==> src/rtl/id_decode_stage.sv <==
// IF/ID pipeline stage: decodes the fetched word into register fields and an immediate-format
// select, and buffers it in a 2-entry skid buffer so that if_ready_o is fully registered.
module id_decode_stage #(
    parameter int unsigned XLEN = 32,
    parameter int unsigned INST = 25
) (
    input  logic            clk_i,
    input  logic            rst_n_i,
    input  logic            flush_i,
    input  logic            if_valid_i,
    output logic            if_ready_o,
    input  logic [31:0]     if_inst_i,
    input  logic [XLEN-1:0] if_pc_i,
    output logic            id_valid_o,
    input  logic            id_ready_i,
    output logic [XLEN-1:0] id_pc_o,
    output logic [INST-1:0] id_imm_raw_o,
    output logic [2:0]      id_imm_sel_o,
    output logic [6:0]      id_opcode_o,
    output logic [4:0]      id_rd_o,
    output logic [4:0]      id_rs1_o,
    output logic [4:0]      id_rs2_o,
    output logic [2:0]      id_funct3_o,
    output logic [6:0]      id_funct7_o,
    output logic            id_illegal_o
);

    logic            out_valid_q, out_valid_d;
    logic            skid_valid_q, skid_valid_d;
    logic [31:0]     out_inst_q, skid_inst_q;
    logic [XLEN-1:0] out_pc_q, skid_pc_q;
    logic [2:0]      out_sel_q, skid_sel_q;
    logic            out_ill_q, skid_ill_q;

    logic [2:0] in_sel;
    logic       in_ill;
    logic       fire_in;
    logic       out_load, skid_load, out_from_skid;

    always_comb begin
        in_sel = 3'd0;
        in_ill = 1'b0;
        case (if_inst_i[6:0])
            7'b0110011: in_sel = 3'd0;
            7'b0000011, 7'b0010011, 7'b1100111, 7'b1110011: in_sel = 3'd1;
            7'b0100011: in_sel = 3'd2;
            7'b1100011: in_sel = 3'd3;
            7'b0110111, 7'b0010111: in_sel = 3'd4;
            7'b1101111: in_sel = 3'd5;
            default: in_ill = 1'b1;
        endcase
    end

    // skid_valid_q alone gates acceptance, so ready never depends on id_ready_i
    assign fire_in = if_valid_i & ~skid_valid_q;

    always_comb begin
        out_valid_d   = out_valid_q;
        skid_valid_d  = skid_valid_q;
        out_load      = 1'b0;
        skid_load     = 1'b0;
        out_from_skid = 1'b0;
        if (flush_i) begin
            out_valid_d  = 1'b0;
            skid_valid_d = 1'b0;
        end else if (!out_valid_q || id_ready_i) begin
            if (skid_valid_q) begin
                out_load      = 1'b1;
                out_from_skid = 1'b1;
                out_valid_d   = 1'b1;
                skid_load     = fire_in;
                skid_valid_d  = fire_in;
            end else if (fire_in) begin
                out_load    = 1'b1;
                out_valid_d = 1'b1;
            end else begin
                out_valid_d = 1'b0;
            end
        end else if (fire_in) begin
            skid_load    = 1'b1;
            skid_valid_d = 1'b1;
        end
    end

    always_ff @(posedge clk_i) begin
        if (!rst_n_i) begin
            out_valid_q  <= 1'b0;
            skid_valid_q <= 1'b0;
            out_inst_q   <= '0;
            out_pc_q     <= '0;
            out_sel_q    <= '0;
            out_ill_q    <= 1'b0;
            skid_inst_q  <= '0;
            skid_pc_q    <= '0;
            skid_sel_q   <= '0;
            skid_ill_q   <= 1'b0;
        end else begin
            out_valid_q  <= out_valid_d;
            skid_valid_q <= skid_valid_d;
            if (out_load) begin
                out_inst_q <= out_from_skid ? skid_inst_q : if_inst_i;
                out_pc_q   <= out_from_skid ? skid_pc_q   : if_pc_i;
                out_sel_q  <= out_from_skid ? skid_sel_q  : in_sel;
                out_ill_q  <= out_from_skid ? skid_ill_q  : in_ill;
            end
            if (skid_load) begin
                skid_inst_q <= if_inst_i;
                skid_pc_q   <= if_pc_i;
                skid_sel_q  <= in_sel;
                skid_ill_q  <= in_ill;
            end
        end
    end

    assign if_ready_o   = ~skid_valid_q;
    assign id_valid_o   = out_valid_q;
    assign id_pc_o      = out_pc_q;
    assign id_imm_raw_o = out_inst_q[31:7];
    assign id_imm_sel_o = out_sel_q;
    assign id_opcode_o  = out_inst_q[6:0];
    assign id_rd_o      = out_inst_q[11:7];
    assign id_rs1_o     = out_inst_q[19:15];
    assign id_rs2_o     = out_inst_q[24:20];
    assign id_funct3_o  = out_inst_q[14:12];
    assign id_funct7_o  = out_inst_q[31:25];
    assign id_illegal_o = out_ill_q;

endmodule
==> config.mk <==
export PLATFORM = sky130hd
export DESIGN_NAME = id_decode_stage
export DESIGN_NICKNAME = d
export VERILOG_FILES = /design/src/rtl/id_decode_stage.sv
export SDC_FILE = /design/constraint.sdc
export NUM_CORES = 1
export LEC_CHECK = 0
export CAP_MARGIN = 20
export CELL_PAD_IN_SITES_DETAIL_PLACEMENT = 1
export CELL_PAD_IN_SITES_GLOBAL_PLACEMENT = 2
export CORE_AREA = 8 8 120 204
export CTS_CLUSTER_SIZE = 16
export DETAILED_ROUTE_END_ITERATION = 8
export DIE_AREA = 0 0 128 212
export PLACE_DENSITY = 0.82
export SLEW_MARGIN = 0
export SYNTH_ARGS = -nofsm -noshare
export SYNTH_HDL_FRONTEND = slang
export SYNTH_SLANG_ARGS = --single-unit
export TNS_END_PERCENT = 10
==> constraint.sdc <==
create_clock -name clk_i -period 1.92 [get_ports clk_i]
set_input_delay 0.288 -clock clk_i [delete_from_list [all_inputs] [get_ports clk_i]]
set_output_delay 0.288 -clock clk_i [all_outputs]
set_load 0.005 [all_outputs]
==> results of run 1 <==
-- routing by layer --
layer,vias to the layer above,wire (µm)
li1,2563,-
met1,2532,7340
met2,119,10400
met3,27,924
met4,0,499
met5,-,0
-- cell usage in the layout (no fill, tap or decap), types with 3 or more instances in the layout --
master,count
a21boi_0,44
a21boi_1,21
a21oi_1,3
a2bb2oi_1,29
buf_12,14
buf_4,22
bufinv_16,6
clkbuf_16,17
clkbuf_8,4
clkdlybuf4s50_1,162
dfxtp_1,138
inv_1,6
nand2_1,137
nand2b_1,4
nand3_1,4
nor2_1,69
nor3_1,3
o21ai_0,40
o221a_2,28
o22ai_1,38
-- layout make-up --
| cell class | instances | area [µm²] | area share, % |
|---|---|---|---|
| diodes | 2 | 5.00 | 0.0594 |
| clock buffers | 21 | 480 | 5.70 |
| clock inverters | 11 | 214 | 2.54 |
| inverters | 6 | 22.5 | 0.267 |
| multi-input cells | 437 | 2510 | 29.7 |
| flip-flops and latches | 138 | 2760 | 32.8 |
| well taps | 296 | 370 | 4.39 |
| repair buffers | 198 | 2070 | 24.5 |
-- flip-flops by register name, summed over array words and instances (netlist names) --
register,flops
id_illegal_o,1
skid_sel_q,3
skid_pc_q,32
id_valid_o,1
id_imm_sel_o,3
out_inst_q,32
skid_inst_q,32
skid_valid_q,1
id_pc_o,32
skid_ill_q,1
-- through the flow --
step                      hold WS, ns  power (W)
after floorplan                 0.423    0.00346
after global placement          0.442    0.00399
after detailed placement        0.447    0.00400
after CTS                       0.233    0.00788
after global routing            0.251    0.00806
final                           0.251    0.00775
-- cells in the mapped netlist (all sizes together) --
cell type	count
buf	40
nor3b	1
a211oi	1
nor4	1
a21o	1
nand3	5
a21boi	65
nand2b	5
inv	6
o22ai	38
o2bb2ai	2
a21oi	3
dfxtp	138
o221a	28
nand4b	1
or3	2
mux2i	1
o2111ai	1
clkbuf	43
nor2	69
o32ai	1
nand2	137
nor3	5
nor2b	1
o21ai	40
a2bb2oi	29
-- power by group --
part           leakage, nW  internal [W]  switching [W]
logic                 1.56      0.000525       0.000350
registers             1.12       0.00297      0.0000722
clock network        0.335       0.00257        0.00126
total                 3.03       0.00607        0.00168
-- cell families (layout without fill, tap and decap cells) --
group / Yosys count / after routing / share of synthesized area (%)
AOI/OAI and AO/OA: 209 / 209 / 27.3
buffers and inverters: 89 / 236 / 8.34
DFF: 138 / 138 / 48.2
muxes: 1 / 1 / 0.175
other: 0 / 2 / 0
and+or+nand+nor: 227 / 227 / 15.9
-- critical path, cell delays in order, from the launching register on --
cell	delay (ns)
dfxtp_1	0.37
inv_1	0.19
clkdlybuf4s50_1	0.54
-- final timing paths --
path                                     start        endpoint  slack [ns]
worst min-delay path                   rst_n_i      id_pc_o[0]        0.25
worst min register to register  skid_inst_q[2]  skid_inst_q[2]        0.45
worst max-delay path              skid_valid_q      if_ready_o        0.10
worst max register to register    skid_valid_q   skid_pc_q[11]        0.28
==> flow_metrics.py, run 1 <==
metrics = {
    "status": {
        "outcome": "finished, final reports clean",
    },
    "place": {
        "port_buffers": 163,
        "dp_hpwl_um": 13600,
        "post_dp_cell_area_mm2": 0.00773,
        "place.gp.congestion": 0.730,
        "dpl.cell_count": 1075,
        "place_ws_ns": -0.0921,
    },
    "global_routing": {
        "grt_max_degree": 57,
        "grt_use_total_pct": 14.7,
        "grtUsageMet2_pct": 27.4,
        "grt_use_met1_pct": 14.6,
        "top_usage_layer": "met2",
        "grt.met3_usage_pct": 4.04,
        "grt_antenna_before_repair": 1,
        "grt_pass1_wl_um": 30700,
        "overflow": 0,
        "grt_pass1_vias": 5618,
    },
    "worst_setup_path": {
        "timing_worst_setup_path_type": "reg -> out",
        "r2r_cells": 5,
        "start_kind": "flop",
        "arrival_ns": 1.53,
        "critPathRequiredTime_ns": 1.63,
        "crit_path_end_kind": "output pin",
        "cp_max_fo": 6,
    },
    "clocking": {
        "post_cts_resized": 0,
        "cts_tree": "built",
        "clkTransAtPathRegs_ns": 0.06,
        "hold_buffers": 0,
        "cts_buffers": 17,
        "cts.sinks": 138,
        "root_buffer": "clkbuf_16",
        "post_cts_buffers": 0,
        "h-tree-depth": 4,
        "clkLatencyLatePin_ns": 0.43,
        "clock_path_buffers": 2,
    },
    "logic_synthesis": {
        "yosysUniqueCellTypes": 32,
        "synth_seq_area_share_pct": 48.2,
        "synth-seq-cells": 138,
        "synth_area_mm2": 0.00573,
        "synth_top_cell_by_area": "dfxtp_1",
        "syn_inst": 664,
        "syn_area_per_cell_um2": 8.63,
        "synth_top_cell_area_share_pct": 48.2,
        "syn-num-nets": 733,
        "yosysWarnings": 0,
        "yosys-top-cells-area": "dfxtp_1, nand2_1, a21boi_0",
    },
    "die": {
        "start_util_pct": 26.3,
        "die-width_um": 128,
        "pin_count": 164,
        "dieArea_mm2": 0.0271,
        "die_h_um": 212,
        "coreArea_mm2": 0.0218,
        "rows": 72,
    },
    "pwr": {
        "p_leak_nw": 3.03,
        "ir_worst_vdd_v": 0.000431,
        "p_per_area_mw_per_mm2": 919,
    },
    "final_layout": {
        "final_util_pct": 38.7,
        "fill_cells": 2558,
        "num-nets-final": 867,
        "final_cells": 1109,
        "synthToLayoutAreaGrowth_pct": 47.1,
        "fin_area_mm2": 0.00843,
        "drive_gt1_share_pct": 12.6,
    },
    "routing": {
        "via_count": 5241,
        "drt-total-wl_um": 19200,
        "ant_nets": 0,
        "avgRoutedWirePerCell_um": 17.3,
        "firstDrtPassIters": 4,
        "first_iter_violations": 220,
        "remaining_drc_errors": 0,
        "avgViaCountPerCell": 4.73,
    },
    "sta": {
        "setup_tns_ns": 0,
        "hold_viol_final": 0,
        "min_period_ns": 1.82,
        "rsz0062_at_grt": "false",
        "skew_ns": 0.00816,
        "min_period_over_period_pct": 94.7,
        "tightest_slew_ns": 0.369,
        "final_max_slew_viol_count": 0,
        "setup_slack_ns": 0.102,
        "fmax_ghz": 0.550,
        "setup_violations": 0,
        "slew_headroom_pct": 75.4,
    },
    "min_path": {
        "hp-class": "in -> reg",
        "holdPathStages": 3,
    },
    "run": {
        "cap_violations": 0,
    },
}
No activity file was read; power rests on OpenSTA's default activity.
==> run 2: changes to the inputs <==
- CORE_AREA: 8 8 120 204 -> 2 2 114 198
- DIE_AREA: 0 0 128 212 -> 0 0 116 200
==> flow_metrics.py, run 2 (same netlist as run 1, synthesis figures left out) <==
metrics = {
    "final_layout": {
        "drive_gt1_share_pct": 12.5,
        "antenna_cells": 0,
        "layout_common_cells": "clkdlybuf4s50_1, nand2_1, dfxtp_1",
        "num-nets-final": 866,
        "synthToLayoutAreaGrowth_pct": 44.4,
        "layout_commonest_cell": "clkdlybuf4s50_1",
        "final_cells": 1101,
    },
    "clocking": {
        "cts_buffers": 17,
        "clkLatencyLatePin_ns": 0.43,
        "clkTransAtPathRegs_ns": 0.06,
        "hold_buffers": 0,
        "cts.sinks": 138,
        "clock_path_buffers": 2,
        "h-tree-depth": 4,
        "root_buffer": "clkbuf_16",
        "cts_tree": "built",
    },
    "place": {
        "dp_hpwl_um": 12500,
        "port_buffers": 163,
        "place.gp.congestion": 0.715,
        "place_ws_ns": -0.129,
        "dpl.cell_count": 1069,
    },
    "global_routing": {
        "grt_pass1_wl_um": 28800,
        "overflow": 0,
        "grt_max_degree": 51,
        "grt_antenna_before_repair": 0,
        "grt_use_total_pct": 16.2,
        "grt_pass1_vias": 5513,
    },
    "routing": {
        "drt-total-wl_um": 18200,
        "dr.max_layer_used": "met4",
        "via_count": 5233,
        "avgViaCountPerCell": 4.75,
        "avgRoutedWirePerCell_um": 16.5,
        "drt-met1-wl_um": 7220,
        "firstDrtPassIters": 4,
        "wl_met3_um": 846,
        "remaining_drc_errors": 0,
        "ant_nets": 0,
        "wl_met2_um": 9790,
        "first_iter_violations": 195,
    },
    "die": {
        "rows": 71,
        "dieArea_mm2": 0.0232,
        "die_h_um": 200,
        "die-width_um": 116,
        "start_util_pct": 26.6,
        "pin_count": 164,
        "coreArea_mm2": 0.0215,
    },
    "worst_setup_path": {
        "arrival_ns": 1.44,
        "timing_worst_setup_path_type": "reg -> out",
        "cp_max_fo": 5,
        "critPathRequiredTime_ns": 1.63,
        "start_kind": "flop",
        "r2r_cells": 5,
        "crit_path_end_kind": "output pin",
    },
    "sta": {
        "slew_headroom_pct": 71.8,
        "fmax_ghz": 0.579,
        "skew_ns": 0.00763,
        "setup_violations": 0,
        "hold_viol_final": 0,
        "final_max_slew_viol_count": 0,
        "tightest_slew_ns": 0.423,
        "min_period_ns": 1.73,
        "setup_slack_ns": 0.192,
        "rsz0062_at_grt": "false",
        "min_period_over_period_pct": 90.0,
    },
    "pwr": {
        "p_seq_share_pct": 42.3,
        "ir_worst_vdd_v": 0.000527,
        "power_frac_comb_pct": 12.1,
        "p_leak_nw": 2.94,
        "p_per_area_mw_per_mm2": 870,
        "switching_share_pct": 23.5,
        "intPower_w": 0.00551,
        "p_clk_share_pct": 45.6,
        "power_w": 0.00720,
        "p_switching_w": 0.00169,
    },
    "run": {
        "cap_violations": 0,
    },
    "min_path": {
        "hp-class": "in -> reg",
        "holdPathStages": 3,
    },
    "status": {
        "outcome": "finished, final reports clean",
    },
}
## run 2: changes by cell type in the layout (fill, tap and decap cells not counted), moves of 2 or more
cell,change
bufinv_16,-4
buf_12,-3
clkinvlp_4,+3
buf_4,+2
diode_2,-2
## run 2: repair_timing
item	in CTS	in global routing
buffers inserted	1	0
gates resized for setup	1	1
endpoints found under the setup margin	1	1
## run 2: worst paths after layout
kind,start,endpoint,slack (ns)
max,skid_valid_q,if_ready_o,0.19
min,rst_n_i,id_pc_o[22],0.31
max reg2reg,skid_valid_q,id_pc_o[31],0.28
min reg2reg,skid_inst_q[17],skid_inst_q[17],0.45
## run 2: cell type report
type                            count  area, µm²
Timing Repair Buffer              197       2020
Fill cell                        2504      13200
Multi-Input combinational cell    437       2510
Sequential cell                   138       2760
Clock buffer                       21        470
Clock inverter                     10        118
Inverter                            6       26.3
Tap cell                          292        365
## run 2: power groups by stage
stage	clock network (W)	logic, W	registers [W]
floorplan	0	0.000359	0.00310
global placement	0	0.000875	0.00311
detailed placement	0	0.000885	0.00311
CTS	0.00339	0.000889	0.00305
global route	0.00346	0.000954	0.00306
finish	0.00328	0.000872	0.00304
## run 2: through the flow
stage | utilization (%) | setup TNS [ns] | hold slack, ns | instance area [µm²]
final | 38.5 | 0 | 0.312 | 8270
after global routing | 38.5 | 0 | 0.335 | 8270
after CTS | 38.5 | 0 | 0.311 | 8270
after detailed placement | 35.7 | -7.19 | 0.446 | 7670
after global placement | 35.7 | -3.72 | 0.440 | 7670
after floorplan | - | 0 | 0.423 | 5730
## run 2: metal layers
metal / GRT usage (%) / vias up
met5: 0 / -
met4: 5.86 / 0
met3: 4.53 / 18
met2: 30.4 / 105
met1: 16.9 / 2557
li1: - / 2553
## run 2: critical path, cell delays in order (launching register included)
cell	delay, ns
dfxtp_2	0.40
clkinvlp_4	0.14
clkdlybuf4s50_1	0.47
